### src/rtl/hazard_scoreboard.sv
// hazard_scoreboard: per-register pending-write scoreboard that stalls ID on RAW and load-WAW hazards.
// Build option HAZARD_STATS_EN adds a saturating stall-cycle counter on stall_cycles.
module hazard_scoreboard #(
  parameter int REG_NUM    = 16,
  parameter int REG_ADDR_W = 4,
  parameter int WB_DIST    = 2,
  parameter int CNT_W      = 2
) (
  input  logic                  clk,
  input  logic                  rst_n,
  input  logic                  forwarding_en,
  input  logic                  id_valid,
  input  logic                  flush,
  input  logic                  pipe_freeze,
  input  logic [REG_ADDR_W-1:0] src1,
  input  logic [REG_ADDR_W-1:0] src2,
  input  logic                  has_src1,
  input  logic                  two_src,
  input  logic [REG_ADDR_W-1:0] dest,
  input  logic                  wb_en,
  input  logic                  mem_r_en,
  input  logic                  load_done,
  input  logic [REG_ADDR_W-1:0] load_dest,
  output logic                  hazard_detected,
  output logic [REG_NUM-1:0]    busy_mask,
  output logic [REG_ADDR_W:0]   loads_pending,
  output logic [31:0]           stall_cycles
);

  localparam logic [1:0] ST_FREE = 2'd0;
  localparam logic [1:0] ST_PEND = 2'd1;
  localparam logic [1:0] ST_LOAD = 2'd2;

  localparam logic [CNT_W-1:0] CNT_FULL = CNT_W'(WB_DIST);
  localparam logic [CNT_W-1:0] CNT_LOAD = CNT_W'(WB_DIST - 1);

  logic [1:0]       st  [REG_NUM];
  logic [CNT_W-1:0] cnt [REG_NUM];
  logic [REG_ADDR_W:0] load_cnt;
  logic [1:0] st_src1, st_src2, st_dest, st_ld;
  logic issue, load_issue, load_accept;

  function automatic logic in_range(input logic [REG_ADDR_W-1:0] idx);
    return 32'(idx) < 32'(REG_NUM);
  endfunction

  // Out-of-range indices read as FREE so they can never stall.
  assign st_src1 = in_range(src1)      ? st[src1]      : ST_FREE;
  assign st_src2 = in_range(src2)      ? st[src2]      : ST_FREE;
  assign st_dest = in_range(dest)      ? st[dest]      : ST_FREE;
  assign st_ld   = in_range(load_dest) ? st[load_dest] : ST_FREE;

  always_comb begin
    hazard_detected = id_valid && ((has_src1 && (st_src1 != ST_FREE)) ||
                                   (two_src  && (st_src2 != ST_FREE)) ||
                                   (wb_en    && (st_dest == ST_LOAD)));
  end

  assign issue       = id_valid & ~hazard_detected & ~flush & ~pipe_freeze & wb_en;
  assign load_issue  = issue & mem_r_en & in_range(dest);
  assign load_accept = load_done & (st_ld == ST_LOAD);

  // Priority per entry: issue, then load completion, then countdown.
  always_ff @(posedge clk or negedge rst_n) begin
    if (!rst_n) begin
      for (int r = 0; r < REG_NUM; r++) begin
        st[r]  <= ST_FREE;
        cnt[r] <= '0;
      end
    end else begin
      for (int r = 0; r < REG_NUM; r++) begin
        if (issue && (32'(dest) == 32'(r))) begin
          if (mem_r_en) begin
            st[r] <= ST_LOAD;
          end else if (forwarding_en) begin
            st[r] <= ST_FREE;
          end else begin
            st[r]  <= ST_PEND;
            cnt[r] <= CNT_FULL;
          end
        end else if (load_accept && (32'(load_dest) == 32'(r))) begin
          if (forwarding_en || (WB_DIST == 1)) begin
            st[r] <= ST_FREE;
          end else begin
            st[r]  <= ST_PEND;
            cnt[r] <= CNT_LOAD;
          end
        end else if ((st[r] == ST_PEND) && !pipe_freeze) begin
          if (cnt[r] == CNT_W'(1)) st[r] <= ST_FREE;
          cnt[r] <= cnt[r] - CNT_W'(1);
        end
      end
    end
  end

  always_ff @(posedge clk or negedge rst_n) begin
    if (!rst_n) begin
      load_cnt <= '0;
    end else begin
      case ({load_issue, load_accept})
        2'b10:   load_cnt <= load_cnt + 1'b1;
        2'b01:   load_cnt <= load_cnt - 1'b1;
        default: load_cnt <= load_cnt;
      endcase
    end
  end

  assign loads_pending = load_cnt;

  always_comb begin
    busy_mask = '0;
    for (int r = 0; r < REG_NUM; r++) busy_mask[r] = (st[r] != ST_FREE);
  end

`ifdef HAZARD_STATS_EN
  logic [31:0] stall_cnt;

  always_ff @(posedge clk or negedge rst_n) begin
    if (!rst_n) begin
      stall_cnt <= '0;
    end else if (id_valid && hazard_detected && !pipe_freeze && (stall_cnt != 32'hFFFF_FFFF)) begin
      stall_cnt <= stall_cnt + 32'd1;
    end
  end

  assign stall_cycles = stall_cnt;
`else
  assign stall_cycles = '0;
`endif

endmodule

### config.mk
export PLATFORM = sky130hd
export DESIGN_NAME = hazard_scoreboard
export DESIGN_NICKNAME = d
export VERILOG_FILES = /design/src/rtl/hazard_scoreboard.sv
export SDC_FILE = /design/constraint.sdc
export NUM_CORES = 1
export LEC_CHECK = 0
export ABC_AREA = 1
export CAP_MARGIN = 40
export CORE_AREA = 5 5 108 110
export DETAILED_ROUTE_END_ITERATION = 6
export DIE_AREA = 0 0 113 115
export GPL_TIMING_DRIVEN = 0
export PLACE_DENSITY = 0.79
export SLEW_MARGIN = 25
export SYNTH_ARGS = -nofsm -noshare
export SYNTH_HDL_FRONTEND = slang
export SYNTH_SLANG_ARGS = --single-unit
### constraint.sdc
create_clock -name clk -period 6.9 [get_ports clk]
set_clock_uncertainty 0.1 [all_clocks]
set_input_delay 0.69 -clock clk [delete_from_list [all_inputs] [get_ports clk]]
set_output_delay 0.69 -clock clk [all_outputs]
set_load 0.02 [all_outputs]
==> impl_metrics.yaml <==
status:
  status: "finished, final reports clean"
critical_path:
  crit_path_start_kind: "input port"
  path_buf_inv: 3
  cp_max_fo: 10
  critPathLaunch: "src2[0]"
  crit_arrival_ns: 4.27
  setup.worst_path.end_class: "flop"
  slowest_delay_ns: 0.61
  crit_type: "input port to flop"
  crit_top_cell: "nand3_1"
  cp_slowest_cell: "clkdlybuf4s50_1"
  cpLargestDelayFamily: "simple AND/OR/NAND/NOR gates"
  r2r-start: "st[31]"
  worstPathRequired_ns: 7.06
  cp_cell_sequence: "clkdlybuf4s50_1, buf_2, nand3_1, o21ai_0, nand2_1, nand3_1, nand3_1, nand3_1, nand4_1, nor2_1, inv_1, ha_1, ha_1, a21o_1, a31oi_1, nand2_1, nand2_1, nor2_1, xor2_1"
route:
  drc: 0
  drt_iter0_drc: 708
  met2RoutedLength_um: 7520
  vias_per_cell: 5.41
  routedWlPerCell_um: 15.4
  met3WireLength_um: 1850
  drtAntennaViolNets: 0
  vias: 5972
  wl_met1_um: 6940
  wirelength_um: 17000
  top_layer: "met4"
  dr.pass1.iters: 6
floorplan:
  dieHeight_um: 115
  die_w_um: 113
  io_pins: 81
  die-area_mm2: 0.0130
  core_mm2: 0.0106
  start_util_pct: 53.5
  rows: 38
flow_run:
  cap_violations: 0
yosys:
  syn_area_mm2: 0.00567
  yosysTopAreaCell: "dfrtp_1"
  yosysWarnings: 0
  ys_seq_elements: 69
  yosys.area_share.simple_pct: 42.7
  async_reset_ff_share_pct: 100
  synth_cell_types: 37
  synth_xor_area_share_pct: 0.309
  synth_common_cells: "nand2_1, nand3_1, inv_1"
  synth.avg_cell_area_um2: 6.50
  synth.most_common_cell: "nand2_1"
  synthAdderAreaFrac_pct: 4.77
  yosysSeqAreaShare_pct: 30.4
  synth_edf_count: 0
  synth.top_cells.by_area: "dfrtp_1, nand2_1, nand3_1"
  synth_flop_cell: "dfrtp_1"
  synth_compound_area_share_pct: 8.87
  synth_top_family_by_area: "simple AND/OR/NAND/NOR gates"
  synth.area.mux_share_pct: 0
  syn_inst: 872
  synth_top_cell_area_share_pct: 30.4
grt:
  grt_max_degree: 38
  grtUsageTotal_pct: 26.6
  overflow: 0
  grt_pass1_vias: 5444
  grt_first_pass_wirelength_um: 27100
  grt_antenna_before_repair: 0
pwr:
  p_leak_nw: 3.68
  peakVddDrop_uv: 189
  power_density_mw_per_mm2: 243
  total_power_w: 0.00160
min_path:
  hp-class: "input port to asynchronous set/reset pin"
timing:
  maxSlewViolCount: 0
  fmax_mhz: 244
  finalCritPeriodShare_pct: 59.5
  worst_slew_pin_slew_ns: 0.698
  max_slew_margin_pct: 53.5
  finalSetupTns_ns: 0
  hold_viol: 0
  rsz0062_at_grt: "false"
  min_period_ns: 4.11
  setup_viol: 0
  timing.hold.ws_ns: 0.146
clock_tree:
  clock_tree.root_cell: "clkbuf_8"
  cts_made_buffers: 9
  postCtsHoldBufs: 0
  postCtsResizedCells: 0
  cts_tree: "done"
  cts.htree.levels: 3
  clock-sinks: 69
  clkTransAtPathRegs_ns: 0.08
  insertion_delay_ns: 0.38
  clock_path_buffers: 2
  cts_setup_buffers: 0
layout:
  antenna_cells: 0
  finalInstanceArea_mm2: 0.00660
  layout.nets: 1006
  instances_no_fill: 1103
  syn2layout_area_growth_pct: 16.4
  drive_above_1_share_pct: 10.3
placed_design:
  placed_area_mm2: 0.00641
  gp_congestion: 1.06
  placed_cells: 1087
  post-dp-hpwl_um: 12900
  numPortBuffers: 43
[path summary, 6_finish.rpt]
path / to / depth (start not counted) / slack (ns)
max: loads_pending[4] / 19 / 2.79
min: loads_pending[3] / 1 / 0.15
max reg2reg: loads_pending[4] / 18 / 3.32
min reg2reg: loads_pending[4] / 1 / 0.37
max in group asynchronous: cnt[4] / 2 / 5.99
min in group clk: loads_pending[4] / 1 / 0.37
[worst reg2reg max path, cell delays in order, from the launching register on]
cell and delay, ns:
dfrtp_1 0.43, inv_1 0.12, nand2_1 0.10, o21ai_0 0.39, nand2_1 0.11, nand3_1 0.11, nand3_1 0.09, nand3_1 0.09
nand4_1 0.20, nor2_1 0.37, inv_1 0.08, ha_1 0.27, ha_1 0.34, a21o_1 0.17, a31oi_1 0.20, nand2_1 0.08
nand2_1 0.06, nor2_1 0.04, xor2_1 0.13
[final cells by class]
cell class | instances | area [um^2]
fill | 1043 | 4000
multi-input combinational | 685 | 3330
sequential | 69 | 1730
timing repair buffer | 44 | 448
inverter | 100 | 375
buffer | 49 | 355
tap | 140 | 175
clock buffer | 9 | 124
clock inverter | 7 | 66.3
[registers in the layout (all words and copies together) (netlist names)]
| signal | flops |
|---|---|
| cnt | 32 |
| loads_pending | 5 |
| st | 32 |
[kinds of logic (layout without fill, tap and decap cells)]
kind of cell	after synthesis	after routing
other	1	32
adder cells (fa/ha/maj)	21	21
AO/OA/AOI/OAI	86	86
AND/OR/NAND/NOR	544	544
buffers and inverters	149	209
flip-flops	69	69
XOR/XNOR	2	2
[where the power goes]
part	switching (W)	internal [W]	total, W
Clock	0.000170	0.000165	0.000335
Combinational	0.000376	0.000277	0.000654
Sequential	0.0000929	0.000519	0.000612
Total	0.000639	0.000962	0.00160
[per-layer routing]
metal	vias to the layer above	GRT usage, %
li1	2938	-
met1	2669	34.0
met2	311	41.4
met3	54	7.21
met4	0	14.0
met5	-	0
[cell usage in the layout, fill, tap and decap left out, types with 8 or more instances in the layout]
master	Yosys	routed
o21ai_0	27	27
clkdlybuf4s50_1	0	42
nor2_1	42	42
nand3_2	10	10
nand4_1	20	20
inv_1	92	92
nand3_1	111	111
clkbuf_8	0	9
ha_1	20	20
buf_4	34	35
a22oi_1	12	12
nor3_1	16	16
conb_1	1	32
a21boi_0	12	12
inv_2	8	8
dfrtp_1	69	69
a21oi_1	20	20
nand2_1	323	323
[through the flow]
| step | util [%] | setup slack [ns] |
|---|---|---|
| finish | 62.3 | 2.79 |
| global route | 62.3 | 2.60 |
| CTS | 62.3 | 2.92 |
| detailed placement | 60.5 | 2.52 |
| global placement | 60.3 | 2.51 |
| floorplan | - | 3.74 |
Note: power is estimated with default switching activity, not from simulation.
